$ cat config.mk
export PLATFORM = sky130hd
export DESIGN_NAME = ysyx_23060025_axi_xbar
export DESIGN_NICKNAME = d
export VERILOG_FILES = /design/src/rtl/ysyx_23060025_axi_xbar.sv
export SDC_FILE = /design/constraint.sdc
export NUM_CORES = 1
export LEC_CHECK = 0
export ABC_AREA = 1
export CORE_AREA = 5 5 180 182
export CTS_BUF_LIST = sky130_fd_sc_hd__clkbuf_8
export DETAILED_ROUTE_END_ITERATION = 8
export DIE_AREA = 0 0 185 187
export PLACE_DENSITY = 0.45
export SLEW_MARGIN = 10
export SYNTH_ARGS = -nofsm -noshare
export SYNTH_HDL_FRONTEND = slang
export SYNTH_SLANG_ARGS = --single-unit
$ cat constraint.sdc
create_clock -name clock -period 1.2 [get_ports clock]
set_input_delay 0.12 -clock clock [delete_from_list [all_inputs] [get_ports clock]]
set_output_delay 0.12 -clock clock [all_outputs]
set_load 0.05 [all_outputs]
$ cat src/rtl/ysyx_23060025_axi_xbar.sv
// rtl/ysyx_23060025_axi_xbar.sv - single-outstanding AXI4 crossbar: core port to SoC bus (s0) and read-only CLINT (s1)
module ysyx_23060025_axi_xbar #(
    parameter int                  ADDR_LEN   = 32,
    parameter int                  DATA_LEN   = 32,
    parameter logic [ADDR_LEN-1:0] CLINT_BASE = 32'h0200_0000,
    parameter logic [ADDR_LEN-1:0] CLINT_MASK = 32'hFFFF_0000
) (
    input  logic                  clock,
    input  logic                  reset,
    input  logic [ADDR_LEN-1:0]   m_ar_addr,
    input  logic [3:0]            m_ar_id,
    input  logic [7:0]            m_ar_len,
    input  logic [2:0]            m_ar_size,
    input  logic [1:0]            m_ar_burst,
    input  logic                  m_ar_valid,
    output logic                  m_ar_ready,
    output logic [DATA_LEN-1:0]   m_r_data,
    output logic [1:0]            m_r_resp,
    output logic                  m_r_last,
    output logic [3:0]            m_r_id,
    output logic                  m_r_valid,
    input  logic                  m_r_ready,
    input  logic [ADDR_LEN-1:0]   m_aw_addr,
    input  logic [3:0]            m_aw_id,
    input  logic [7:0]            m_aw_len,
    input  logic [2:0]            m_aw_size,
    input  logic [1:0]            m_aw_burst,
    input  logic                  m_aw_valid,
    output logic                  m_aw_ready,
    input  logic [DATA_LEN-1:0]   m_w_data,
    input  logic [DATA_LEN/8-1:0] m_w_strb,
    input  logic                  m_w_last,
    input  logic                  m_w_valid,
    output logic                  m_w_ready,
    output logic [1:0]            m_b_resp,
    output logic [3:0]            m_b_id,
    output logic                  m_b_valid,
    input  logic                  m_b_ready,
    output logic [ADDR_LEN-1:0]   s0_ar_addr,
    output logic [3:0]            s0_ar_id,
    output logic [7:0]            s0_ar_len,
    output logic [2:0]            s0_ar_size,
    output logic [1:0]            s0_ar_burst,
    output logic                  s0_ar_valid,
    input  logic                  s0_ar_ready,
    input  logic [DATA_LEN-1:0]   s0_r_data,
    input  logic [1:0]            s0_r_resp,
    input  logic                  s0_r_last,
    input  logic [3:0]            s0_r_id,
    input  logic                  s0_r_valid,
    output logic                  s0_r_ready,
    output logic [ADDR_LEN-1:0]   s0_aw_addr,
    output logic [3:0]            s0_aw_id,
    output logic [7:0]            s0_aw_len,
    output logic [2:0]            s0_aw_size,
    output logic [1:0]            s0_aw_burst,
    output logic                  s0_aw_valid,
    input  logic                  s0_aw_ready,
    output logic [DATA_LEN-1:0]   s0_w_data,
    output logic [DATA_LEN/8-1:0] s0_w_strb,
    output logic                  s0_w_last,
    output logic                  s0_w_valid,
    input  logic                  s0_w_ready,
    input  logic [1:0]            s0_b_resp,
    input  logic [3:0]            s0_b_id,
    input  logic                  s0_b_valid,
    output logic                  s0_b_ready,
    output logic [ADDR_LEN-1:0]   s1_ar_addr,
    output logic [3:0]            s1_ar_id,
    output logic [7:0]            s1_ar_len,
    output logic [2:0]            s1_ar_size,
    output logic [1:0]            s1_ar_burst,
    output logic                  s1_ar_valid,
    input  logic                  s1_ar_ready,
    input  logic [DATA_LEN-1:0]   s1_r_data,
    input  logic [1:0]            s1_r_resp,
    input  logic                  s1_r_last,
    input  logic [3:0]            s1_r_id,
    input  logic                  s1_r_valid,
    output logic                  s1_r_ready,
    output logic                  busy
);
    typedef enum logic [2:0] {IDLE, RD_SOC, RD_CLINT, WR_SOC, WR_ERR} state_t;

    state_t     state, state_next;
    logic [3:0] err_id, err_id_next;
    logic       ar_clint, aw_clint, s0_wr_ready;

    assign ar_clint    = (m_ar_addr & CLINT_MASK) == CLINT_BASE;
    assign aw_clint    = (m_aw_addr & CLINT_MASK) == CLINT_BASE;
    assign s0_wr_ready = s0_aw_ready & s0_w_ready;
    assign busy        = state != IDLE;

    // Payloads fan out to both slaves; only the valids/readies select the target.
    assign s0_ar_addr  = m_ar_addr;
    assign s0_ar_id    = m_ar_id;
    assign s0_ar_len   = m_ar_len;
    assign s0_ar_size  = m_ar_size;
    assign s0_ar_burst = m_ar_burst;
    assign s1_ar_addr  = m_ar_addr;
    assign s1_ar_id    = m_ar_id;
    assign s1_ar_len   = m_ar_len;
    assign s1_ar_size  = m_ar_size;
    assign s1_ar_burst = m_ar_burst;
    assign s0_aw_addr  = m_aw_addr;
    assign s0_aw_id    = m_aw_id;
    assign s0_aw_len   = m_aw_len;
    assign s0_aw_size  = m_aw_size;
    assign s0_aw_burst = m_aw_burst;
    assign s0_w_data   = m_w_data;
    assign s0_w_strb   = m_w_strb;
    assign s0_w_last   = m_w_last;

    always_ff @(posedge clock) begin
        if (reset) begin
            state  <= IDLE;
            err_id <= '0;
        end else begin
            state  <= state_next;
            err_id <= err_id_next;
        end
    end

    always_comb begin
        state_next  = state;
        err_id_next = err_id;
        m_ar_ready  = 1'b0;
        s0_ar_valid = 1'b0;
        s1_ar_valid = 1'b0;
        m_aw_ready  = 1'b0;
        m_w_ready   = 1'b0;
        s0_aw_valid = 1'b0;
        s0_w_valid  = 1'b0;
        m_r_data    = '0;
        m_r_resp    = '0;
        m_r_last    = 1'b0;
        m_r_id      = '0;
        m_r_valid   = 1'b0;
        s0_r_ready  = 1'b0;
        s1_r_ready  = 1'b0;
        m_b_resp    = '0;
        m_b_id      = '0;
        m_b_valid   = 1'b0;
        s0_b_ready  = 1'b0;
        // Outputs are held at their reset values for as long as reset is high.
        if (!reset) begin
            unique case (state)
                IDLE: begin
                    if (m_ar_valid) begin
                        if (ar_clint) begin
                            s1_ar_valid = 1'b1;
                            m_ar_ready  = s1_ar_ready;
                            if (s1_ar_ready) state_next = RD_CLINT;
                        end else begin
                            s0_ar_valid = 1'b1;
                            m_ar_ready  = s0_ar_ready;
                            if (s0_ar_ready) state_next = RD_SOC;
                        end
                    end else if (m_aw_valid && m_w_valid) begin
                        if (aw_clint) begin
                            m_aw_ready  = 1'b1;
                            m_w_ready   = 1'b1;
                            err_id_next = m_aw_id;
                            state_next  = WR_ERR;
                        end else begin
                            s0_aw_valid = 1'b1;
                            s0_w_valid  = 1'b1;
                            m_aw_ready  = s0_wr_ready;
                            m_w_ready   = s0_wr_ready;
                            if (s0_wr_ready) state_next = WR_SOC;
                        end
                    end
                end
                RD_SOC: begin
                    m_r_data   = s0_r_data;
                    m_r_resp   = s0_r_resp;
                    m_r_last   = s0_r_last;
                    m_r_id     = s0_r_id;
                    m_r_valid  = s0_r_valid;
                    s0_r_ready = m_r_ready;
                    if (s0_r_valid && m_r_ready && s0_r_last) state_next = IDLE;
                end
                RD_CLINT: begin
                    m_r_data   = s1_r_data;
                    m_r_resp   = s1_r_resp;
                    m_r_last   = s1_r_last;
                    m_r_id     = s1_r_id;
                    m_r_valid  = s1_r_valid;
                    s1_r_ready = m_r_ready;
                    if (s1_r_valid && m_r_ready && s1_r_last) state_next = IDLE;
                end
                WR_SOC: begin
                    m_b_resp   = s0_b_resp;
                    m_b_id     = s0_b_id;
                    m_b_valid  = s0_b_valid;
                    s0_b_ready = m_b_ready;
                    if (s0_b_valid && m_b_ready) state_next = IDLE;
                end
                WR_ERR: begin
                    m_b_valid = 1'b1;
                    m_b_resp  = 2'b10;
                    m_b_id    = err_id;
                    if (m_b_ready) state_next = IDLE;
                end
                default: state_next = IDLE;
            endcase
        end
    end
endmodule

==> results of run 1 <==
logic make-up (layout without fill, tap and decap cells):
kind of cell	Yosys count	after routing	synth area share
DFF	7	7	0.0504
buffers and inverters	219	347	0.552
and+or+nand+nor	193	193	0.296
AOI/OAI and AO/OA	57	57	0.103
cell type report:
type	count	area [um^2]
clock buffers	3	41.3
clock inverters	1	3.75
fillers	3289	23300
inverters	14	60.1
multi-input cells	250	2040
flip-flops and latches	7	149
well taps	396	495
repair buffers	329	4320
worst reg2reg max path: stages (launching register included):
cell	delay (ns)
dfxtp_4	0.36
nor3_4	0.22
buf_12	0.20
buf_16	0.16
buf_6	0.11
nand2_2	0.05
nand2_1	0.07
nor2_2	0.05
nand2_1	0.06
inv_2	0.06
a21oi_1	0.13
nor2_1	0.06
metrics by stage:
stage / std cells / hold WS (ns) / area (um^2)
after CTS: 996 / 0.240 / 6910
after global routing: 1000 / 0.240 / 7100
after detailed placement: 981 / 0.240 / 6530
after global placement: 981 / 0.240 / 6530
after floorplan: 476 / 0.284 / 3470
final: 1000 / 0.240 / 7100
power breakdown:
part	total, mW	leakage (nW)	internal, mW	switching, mW
Sequential	0.298	0.0586	0.261	0.0368
Clock	0.323	0.0269	0.221	0.102
Combinational	6.16	2.63	2.86	3.30
Total	6.78	2.71	3.34	3.44
state kept, by name, indices dropped and copies added (netlist names):
signal  flops
state       3
err_id      4
worst paths after layout:
kind,to,slack [ns],depth (start not counted)
worst min register to register,err_id[3],0.52,2
worst min-delay path,s0_aw_addr[2],0.24,0
worst max register to register,state[1],-0.41,11
worst max-delay path,m_r_data[22],-0.51,6
placed cells by master, fill, tap and decap left out:
master / Yosys / layout
buf_8: 0 / 2
dfxtp_4: 0 / 2
buf_12: 0 / 109
inv_6: 0 / 1
nand2_1: 81 / 42
inv_4: 0 / 1
clkbuf_2: 0 / 1
nand3_4: 0 / 2
dfxtp_2: 0 / 1
nand3_2: 0 / 7
buf_16: 0 / 2
nor2_1: 51 / 36
dfxtp_1: 7 / 4
clkbuf_8: 0 / 3
a21oi_1: 53 / 2
clkdlybuf4s50_1: 0 / 107
inv_1: 10 / 9
and2_1: 1 / 1
buf_4: 187 / 60
inv_2: 4 / 4
buf_6: 0 / 21
nand2_2: 0 / 22
dlygate4sd2_1: 0 / 24
nand4_1: 1 / 1
nand2_4: 0 / 17
a21oi_2: 0 / 1
nand3_1: 55 / 46
a21oi_4: 0 / 50
o21ai_2: 0 / 4
nor2_4: 2 / 14
nor3_4: 0 / 1
clkbuf_16: 0 / 3
nor2_2: 1 / 4
layer usage:
layer  routed length [um]  part of all wire  GRT usage  vias to the layer above
met5                   56            0.0035     0.0129                        -
met4                  690             0.043     0.0316                        2
met3                 1690              0.11     0.0352                       54
met2                 7960              0.50      0.141                      185
li1                     -                 -          -                     1587
met1                 5540              0.35     0.0890                     1511
timing repair:
action                     CTS  global route
resized for setup          100            33
setup endpoints to repair   65            65
pin swaps                   35            18
gates cloned                 1             4
setup buffers               11             0
==> impl_metrics.env, run 1 <==
export IMPL_synth_avg_cell_area_um2=5.84
export IMPL_finalPower_mw=6.78
export IMPL_grt_usage=0.0824
export IMPL_maxCapViolCount=0
export IMPL_synth_area_leader_cell="buf_4"
export IMPL_cp_cell_sequence="nor3_4 -> buf_12 -> clkbuf_16 -> nand2_1 -> a21oi_4 -> buf_12"
export IMPL_min_from="m_aw_addr[2]"
export IMPL_cp_slowest_cell="dfxtp_4"
export IMPL_grt_pass1_vias=3538
export IMPL_clk_pin_slew_ns=0.04
export IMPL_drtPass1Iterations=4
export IMPL_htree_levels=1
export IMPL_dp_slack_ns=-0.641
export IMPL_total_leakage_power_nw=2.71
export IMPL_skew_ns=0.00439
export IMPL_root_buffer="clkbuf_8"
export IMPL_setup_ws_ns=-0.508
export IMPL_critPathKind="reg2out"
export IMPL_dieArea_mm2=0.0346
export IMPL_crit_top_cell="buf_12"
export IMPL_initial_utilization=0.0914
export IMPL_dpl_hpwl_mm=13.1
export IMPL_synthTopCellsByArea="buf_4, nand2_1, nand3_1"
export IMPL_synthFlopType="dfxtp_1"
export IMPL_dieHeight_um=187
export IMPL_final_core_utilization=0.233
export IMPL_crit_arrival_ns=1.59
export IMPL_holdBufCountCts=0
export IMPL_worst_pin_slew_ns=0.301
export IMPL_wl_per_cell_um=15.9
export IMPL_place_congestion=0.729
export IMPL_ios=475
export IMPL_max_stage_delay_ns=0.36
export IMPL_n_antenna_cell=0
export IMPL_worstPathRequired_ns=1.08
export IMPL_cts_buffers=3
export IMPL_cts_num_sinks=7
export IMPL_port_buffers=243
export IMPL_num_rows=64
export IMPL_status="finished with violations"
export IMPL_crit_start="state[2]"
export IMPL_seq_area_frac_synth=0.0504
export IMPL_grt_max_degree=25
export IMPL_timing_fmax_mhz=585
export IMPL_power_density_mw_per_mm2=955
export IMPL_overflow=0
export IMPL_slew_violations=0
export IMPL_cts_tree="done"
export IMPL_rr_startpoint="state[2]"
export IMPL_die_x_um=185
export IMPL_routed_via_count=3339
export IMPL_clockBufferDepth=2
export IMPL_start_kind="flip-flop"
export IMPL_synthArstFlopShare=0
export IMPL_rsz0062_at_grt="yes"
export IMPL_wirelength_mm=15.9
export IMPL_slew_headroom=0.799
export IMPL_area_delta_synth_final_pct=155
export IMPL_violations="setup timing"
export IMPL_synth_cells=476
export IMPL_hold_class="in2out"
export IMPL_clkLatencyLatePin_ns=0.23
export IMPL_final_setup_tns_ns=-26.62
export IMPL_route_antenna_remaining_nets=0
export IMPL_nNetsFinal=838
export IMPL_path_buf_inv=3
export IMPL_drive_gt1_frac=0.550
export IMPL_viasPerCell=3.34
export IMPL_antenna_found_initial=0
export IMPL_netlist_area_mm2=0.00278
export IMPL_min_period_over_period=1.42
export IMPL_synth_top_area_frac=0.505
export IMPL_yosysWarnings=0
export IMPL_yosysUniqueCellTypes=17
export IMPL_min_period_ns=1.71
export IMPL_drt_iter0_markers=44
export IMPL_yosysMostFrequentCell="buf_4"
export IMPL_cp_max_fo=7
export IMPL_setup_viol=65
export IMPL_synth_enable_flop_cells=0
export IMPL_crit_path_end_kind="primary output"
export IMPL_core_mm2=0.0304
export IMPL_grt_pass1_wl_mm=22.1
export IMPL_syn_nets=709
export IMPL_yosys_top_cells_count="buf_4, nand2_1, nand3_1"
export IMPL_drc=0
export IMPL_ys_ff_latch=7
export IMPL_crit_family="buffers and inverters"
export IMPL_hold_viol=0
export IMPL_peakVddDrop_uv=345
No activity file was read; power rests on OpenSTA's default activity.
==> run 2: changes to the inputs <==
--- a/config.mk
+++ b/config.mk
@@ -6,11 +6,11 @@
 export NUM_CORES = 1
 export LEC_CHECK = 0
 export ABC_AREA = 1
-export CORE_AREA = 5 5 180 182
+export CORE_AREA = 2 2 184 186
 export CTS_BUF_LIST = sky130_fd_sc_hd__clkbuf_8
 export DETAILED_ROUTE_END_ITERATION = 8
-export DIE_AREA = 0 0 185 187
-export PLACE_DENSITY = 0.45
+export DIE_AREA = 0 0 186 188
+export PLACE_DENSITY = 0.41
 export SLEW_MARGIN = 10
 export SYNTH_ARGS = -nofsm -noshare
 export SYNTH_HDL_FRONTEND = slang
==> constraint.sdc (replaced) <==
create_clock -name clock -period 1.7 [get_ports clock]
set_input_delay 0.17 -clock clock [delete_from_list [all_inputs] [get_ports clock]]
set_output_delay 0.17 -clock clock [all_outputs]
set_load 0.05 [all_outputs]
==> impl_metrics.env, run 2 (synthesized netlist as in run 1, its figures left out) <==
export IMPL_timing_fmax_mhz=571
export IMPL_grt_pass1_vias=3192
export IMPL_overflow=0
export IMPL_num_rows=67
export IMPL_r2r_cells=11
export IMPL_nNetsFinal=812
export IMPL_ios=475
export IMPL_area_delta_synth_final_pct=138
export IMPL_n_antenna_cell=0
export IMPL_root_buffer="clkbuf_8"
export IMPL_max_stage_delay_ns=0.36
export IMPL_clk_pin_slew_ns=0.04
export IMPL_cts_num_sinks=7
export IMPL_core_mm2=0.0331
export IMPL_port_buffers=243
export IMPL_grt_pass1_wl_mm=20.0
export IMPL_min_from="m_aw_addr[2]"
export IMPL_wl_per_cell_um=14.8
export IMPL_grt_max_degree=33
export IMPL_drc=0
export IMPL_reg_top3="err_id x4, state x3"
export IMPL_timing_rr_end="state[0]"
export IMPL_peakVddDrop_uv=228
export IMPL_use_met2=0.129
export IMPL_htree_levels=1
export IMPL_rr_startpoint="state[0]"
export IMPL_min_period_over_period=1.03
export IMPL_maxCapViolCount=0
export IMPL_final_common_cell="clkdlybuf4s50_1"
export IMPL_cp_cell_sequence="nor3_4 -> buf_12 -> nand2_1 -> a21oi_2 -> buf_12"
export IMPL_hold_viol=0
export IMPL_use_met1=0.0851
export IMPL_holdWs_ns=0.340
export IMPL_dieArea_mm2=0.0350
export IMPL_viasPerCell=3.12
export IMPL_place_congestion=0.737
export IMPL_cp_slowest_cell="dfxtp_4"
export IMPL_drt_iter0_markers=69
export IMPL_worstPathRequired_ns=1.53
export IMPL_worst_pin_slew_ns=0.472
export IMPL_total_leakage_power_nw=2.36
export IMPL_start_kind="flip-flop"
export IMPL_crit_arrival_ns=1.58
export IMPL_min_path_cells=0
export IMPL_drtPass1Iterations=4
export IMPL_cts_tree="done"
export IMPL_violations="setup timing"
export IMPL_dpl_hpwl_mm=12.3
export IMPL_timing_reg2reg_setup_slack_ns=0.14
export IMPL_initial_utilization=0.0840
export IMPL_largest_register="err_id"
export IMPL_status="finished with violations"
export IMPL_power_density_mw_per_mm2=697
export IMPL_slew_violations=0
export IMPL_slew_headroom=0.685
export IMPL_layout_common_cells="clkdlybuf4s50_1, buf_12, nand2_1"
export IMPL_antenna_found_initial=0
export IMPL_clockBufferDepth=2
export IMPL_cts_buffers=3
export IMPL_fillers=3645
export IMPL_critPathKind="reg2out"
export IMPL_largest_reg_flops=4
export IMPL_cp_max_fo=32
export IMPL_skew_ns=0.00413
export IMPL_rsz0062_at_grt="yes"
export IMPL_holdBufCountCts=0
export IMPL_crit_top_cell="buf_12"
export IMPL_worst_hold_path_endpoint="s0_aw_addr[2]"
export IMPL_setup_viol=16
export IMPL_top_usage_layer="met2"
export IMPL_die_x_um=186
export IMPL_hold_class="in2out"
export IMPL_met3_usage=0.0291
export IMPL_setup_ws_ns=-0.0518
export IMPL_dieHeight_um=188
export IMPL_crit_path_end_kind="primary output"
export IMPL_design_area_mm2=0.00662
export IMPL_grt_usage=0.0769
export IMPL_dp_slack_ns=-0.225
export IMPL_route_antenna_remaining_nets=0
export IMPL_wirelength_mm=15.1
export IMPL_routed_via_count=3199
export IMPL_drive_gt1_frac=0.510
export IMPL_min_period_ns=1.75
export IMPL_placed_cell_area_mm2=0.00592
export IMPL_clkLatencyLatePin_ns=0.22
run 2: critical path: cells and delay by family, from the launching register on:
kind	cells	cell delay (ns)
AOI/OAI and AO/OA	1	0.20
DFF	1	0.36
and+or+nand+nor	2	0.38
buffers and inverters	2	0.39
run 2: report_power, final:
part	internal (mW)	switching [mW]	leakage, nW	total, mW
registers	0.185	0.0272	0.0586	0.212
logic	1.94	2.24	2.27	4.18
clock network	0.156	0.0680	0.0269	0.224
total	2.29	2.33	2.36	4.62
run 2: repair_timing:
action,CTS,global route
setup endpoints to repair,49,64
cloned,0,6
hold endpoints to repair,0,0
setup buffers,3,5
gates resized for setup,36,73
pin swaps,15,31
run 2: how the worst max path moves through the flow:
stage / slack [ns] / start / end
after CTS: -0.07 / state[2] / m_r_data[0]
after detailed placement: -0.22 / m_aw_addr[21] / err_id[0]
after global placement: -0.22 / m_aw_addr[21] / err_id[3]
final: -0.05 / state[2] / m_r_data[19]
after global routing: -0.13 / state[2] / m_r_data[17]
after floorplan: -0.04 / state[0] / m_w_ready
run 2: per-stage QoR:
step                utilization  TNS, ns  total power [mW]  instances
global route              0.200    -3.70              4.86       1026
detailed placement        0.179    -1.38              3.79       1008
global placement          0.179    -1.41              3.79       1008
CTS                       0.184   -0.803              4.11       1015
floorplan                     -  -0.0378              2.83        476
finish                    0.200   -0.259              4.62       1026
run 2: per-layer routing:
metal | vias to the layer above | share of wire
met1 | 1412 | 0.38
met2 | 176 | 0.48
met4 | 0 | 0.042
met5 | - | 0
met3 | 65 | 0.099
li1 | 1546 | -
run 2: cell type report:
class	instances	area, um^2	share of cell area
clock buffers	3	41.3	0.00623
flip-flops and latches	7	149	0.0225
well taps	448	561	0.0846
clock inverters	1	3.75	0.000567
repair buffers	303	4090	0.617
multi-input cells	250	1730	0.260
inverters	14	57.6	0.00869
==> RTL change 1: new RTL, flow settings as in run 1 <==
The 5 states of `state_t` get a one-hot encoding in 5 bits.
--- a/src/rtl/ysyx_23060025_axi_xbar.sv
+++ b/src/rtl/ysyx_23060025_axi_xbar.sv
@@ -82,3 +82,3 @@
 );
-    typedef enum logic [2:0] {IDLE, RD_SOC, RD_CLINT, WR_SOC, WR_ERR} state_t;
+    typedef enum logic [4:0] {IDLE = 5'b00001, RD_SOC = 5'b00010, RD_CLINT = 5'b00100, WR_SOC = 5'b01000, WR_ERR = 5'b10000} state_t;
 
Formal check against the unedited RTL: same outputs for any inputs over 4 cycles, from zero or initial values and one cycle with reset high; so few cycles prove little.
==> RTL change 1 against run 1 <==
The run still ends with setup timing left. Worst setup slack got worse by 0.089 ns. First-iteration DRC count down 4.5%. Cell area up 12%. Sequential cell count is 2 higher. Total power is 11% higher. Area after synthesis increased by 9.2%. Sequential power up 52%. Register-to-register slack worse by 0.09 ns. Wire length is 15% higher. Critical path type unchanged.
==> RTL change 1: results (changes against run 1) <==
[run_status]
status = complete, but fails checks
violations = setup timing

[placement]
gp_congestion = 0.774  ; +6.3%
dp_hpwl_um = 13700  ; +4.4%

[power]
seqPwrFrac = 0.060  ; +0.016
p_clk_uw = 340  ; +5%
power.switching_mw = 3.55  ; +3.1%
clockPowerShare = 0.045  ; -0.003
p_leak_nw = 2.81  ; +3.5%
ir_worst_vdd_mv = 0.783  ; +130%

[global_routing]
grt_pass1_wl_um = 25000  ; +13%
grt_pass1_vias = 4156  ; +17%
grt_util_all_layers = 0.0934  ; +0.0110
grt_max_degree = 33  ; +32%

[logic_synthesis]
synth_seq_area_share = 0.0593  ; +0.00893
syn_nets = 732  ; +3.2%
ys_types = 21  ; +4
synth_compound_area_frac = 0.0902  ; -0.0124
ys_top_cells_by_area = buf_4 (46%), nand3_1 (9.4%), nand4_1 (9.1%)
yosys-top-cells-count = buf_4 (186), nand3_1 (57), nor2_1 (51), nand4_1 (44), a21oi_1 (43)

[timing]
skew_ns = 0.00466  ; +0.000275 ns
finalSetupViolCount = 67  ; +3.1%
layout_setup_ws_ns = -0.596  ; -0.0885 ns
setup_tns_ns = -32.88  ; -6.26 ns
max_slew_margin = 0.788  ; -0.0107

[detailed_routing]
drtIter0Drc = 42  ; -4.5%
via_per_inst = 3.70  ; +11%
drt-total-wl_um = 18300  ; +15%

[final_layout]
layout-drive-gt1-share = 0.552  ; +0.00211
n_fill_cell = 3236  ; -1.6%

[worst_setup_path]
arrival_ns = 1.68  ; +0.09 ns
crit_path_max_fanout = 5  ; -2

==> RTL change 1: metal layers <==
metal / up-vias / GRT usage / share of wire
li1: 1801 / - / -
met1: 1763 / 0.0964 / 0.35
met2: 238 / 0.169 / 0.51
met3: 57 / 0.0325 / 0.10
met4: 0 / 0.0404 / 0.048
met5: - / 0 / 0
==> RTL change 1: worst max-delay path: stages, from the launching register on <==
cell	delay, ns
dfxtp_4	0.38
inv_4	0.05
nor2_4	0.13
buf_12	0.13
buf_12	0.12
buf_16	0.12
nand4_1	0.13
a21oi_4	0.22
buf_12	0.15
==> RTL change 1: final timing paths <==
path / from / end / slack (ns) / cells after the start
setup reg to reg: state[3] / state[3] / -0.50 / 12
hold / removal: m_aw_addr[13] / s0_aw_addr[13] / 0.24 / 0
hold reg to reg: err_id[0] / err_id[0] / 0.50 / 2
setup / recovery: state[2] / m_r_last / -0.60 / 8
==> RTL change 1: stage by stage <==
stage,cells,instance area (um^2),setup slack (ns),hold slack [ns]
6_report,1043,7930,-0.596,0.240
2_1_floorplan,499,3640,-0.639,0.269
4_1_cts,1036,7610,-0.632,0.240
3_3_place_gp,1003,6800,-0.567,0.240
5_1_grt,1043,7930,-0.678,0.240
3_5_place_dp,1003,6800,-0.576,0.240
==> RTL change 1: repair_timing <==
| action | CTS | global route |
|---|---|---|
| gates resized for setup | 92 | 48 |
| pin swaps | 39 | 49 |
| setup buffers | 24 | 7 |
| endpoints found under the hold margin | 0 | 0 |
| endpoints found under the setup margin | 67 | 67 |
| gates cloned | 5 | 5 |
==> RTL change 1: cell type report <==
class,count,area (um^2),share of cell area
clock buffer,3,41.3,0.00521
multi-input combinational,257,2230,0.282
tap,396,495,0.0625
clock inverter,1,3.75,0.000474
timing repair buffer,356,4870,0.615
sequential,9,194,0.0245
inverter,21,83.8,0.0106
==> RTL change 2: new RTL, flow settings as in run 1 <==
Without the edit above. The parameter `DATA_LEN` goes from 32 to 16.
--- a/src/rtl/ysyx_23060025_axi_xbar.sv
+++ b/src/rtl/ysyx_23060025_axi_xbar.sv
@@ -3,3 +3,3 @@
     parameter int                  ADDR_LEN   = 32,
-    parameter int                  DATA_LEN   = 32,
+    parameter int                  DATA_LEN   = 16,
     parameter logic [ADDR_LEN-1:0] CLINT_BASE = 32'h0200_0000,
Interface: changed (7 resized); port bits go from 475 to 391. The function was not compared with the original's and may differ.
==> RTL change 2 against run 1 <==
The flow still finishes with violations (setup timing). Register-to-register slack lost 0.04 ns. Sequential cell count is the same. Critical endpoint is now m_b_id[0]. Wire length shrank 28%. Cell area shrank 15%. Die area is the same. Hold slack is the same. Via count shrank 23%. Worst setup slack gained 0.037 ns. Critical path depth grew 1. Area after synthesis shrank 15%. Synthesized cell count shrank 19%. Total power shrank 4.4%.
==> RTL change 2: results (changes against run 1) <==
[global_routing]
grt_max_degree = 27  ; +8.0%
grt_pass1_vias = 2857  ; -19%

[final_layout]
n_fill_cell = 3317  ; +0.85%
layout-drive-gt1-share = 0.609  ; +0.0590
final_cells = 879  ; -12%
nets = 667  ; -20%

[timing]
setup_tns_ns = -19.19  ; +7.43 ns
skew_ns = 0.000188  ; -0.00420 ns
finalSetupViolCount = 49  ; -25%
layout_setup_ws_ns = -0.471  ; +0.0367 ns
max_slew_margin = 0.480  ; -0.319

[logic_synthesis]
synth_seq_area_share = 0.0594  ; +0.00897
syn_nets = 567  ; -20%
ys_types = 18  ; +1
avgSynthCellArea_um2 = 6.15  ; +5.2%
ys_top_cells_by_area = buf_4 (53%), nand2_1 (9.5%), a21oi_1 (7.8%)
synth_compound_area_frac = 0.0869  ; -0.0157
yosys-top-cells-count = buf_4 (168), nand2_1 (60), a21oi_1 (37), nor2_1 (37), nand3_1 (36)

[detailed_routing]
wl_met1_um = 4120  ; -26%
num_vias = 2583  ; -23%
top_layer = met4
dr_wl_met3_um = 1120  ; -34%
drtPass1Iterations = 3  ; -1
wl_met2_um = 5870  ; -26%
drt-total-wl_um = 11400  ; -28%

[power]
p_leak_nw = 2.48  ; -8.5%

[placement]
dp_hpwl_um = 10100  ; -23%
io_buffers = 195  ; -20%
dp_cells = 862  ; -12%
gp_congestion = 0.682  ; -6.5%

[worst_setup_path]
arrival_ns = 1.55  ; -0.04 ns

[run_status]
violations = setup timing
status = complete, but fails checks

-- RTL change 2: cell count changes in the layout (fill, tap and decap cells not counted), sizes merged, moves of 2 or more --
cell,run 1,this run
clkdlybuf4s50,107,68
buf,194,174
nand3,55,36
nand2,81,63
a21oi,53,37
nor2,54,41
dlymetal6s2s,0,10
dlygate4sd2,24,15
clkdlybuf4s15,0,6
clkbuf,7,4
inv,15,13
nor3,1,3
-- RTL change 2: worst max-delay path: stages (launching register included) --
cell	delay, ns
dfxtp_4	0.36
buf_12	0.13
buf_6	0.11
nor3_4	0.18
buf_6	0.19
nand2_4	0.06
a21oi_4	0.14
buf_12	0.15
-- RTL change 2: per-stage QoR --
step	area, um^2	util	hold WS, ns
finish	6050	0.199	0.240
global route	6050	0.199	0.240
CTS	5900	0.194	0.240
detailed placement	5530	0.182	0.240
global placement	5530	0.182	0.240
floorplan	3040	-	0.255
-- RTL change 2: metal layers --
| metal | GRT usage | vias to the layer above |
|---|---|---|
| met2 | 0.111 | 144 |
| met4 | 0.0229 | 0 |
| li1 | - | 1250 |
| met1 | 0.0662 | 1157 |
| met5 | 0 | - |
| met3 | 0.0229 | 32 |
-- RTL change 2: kinds of logic (layout without fill, tap and decap cells) --
logic type             Yosys count  in the layout
AO/OA/AOI/OAI                   41             41
flip-flops                       7              7
buffers and inverters          191            290
AND/OR/NAND/NOR                145            145
-- RTL change 2: layout make-up --
cell class	instances	area (um^2)	area share
repair buffers	274	3610	0.597
multi-input cells	186	1690	0.279
well taps	396	495	0.0819
flip-flops and latches	7	151	0.0250
inverters	12	57.6	0.00951
clock buffers	3	41.3	0.00682
clock inverters	1	3.75	0.000620
-- RTL change 2: worst paths after layout --
kind / start / to / slack (ns) / cells past startpoint
worst min register to register: err_id[2] / err_id[2] / 0.55 / 2
worst max register to register: state[1] / state[1] / -0.45 / 13
worst max-delay path: state[0] / m_b_id[0] / -0.47 / 7
worst min-delay path: m_aw_addr[11] / s0_aw_addr[11] / 0.24 / 0
-- RTL change 2: repair_timing --
item,in CTS,in global routing
setup buffers,8,6
gates resized for setup,101,28
pin swaps,42,46
gates cloned,0,1
setup endpoints to repair,49,49
-- RTL change 2: power by group --
group	internal, mW	total (mW)	switching (mW)
registers	0.275	0.335	0.0599
logic	2.83	5.82	2.99
clock network	0.221	0.327	0.105
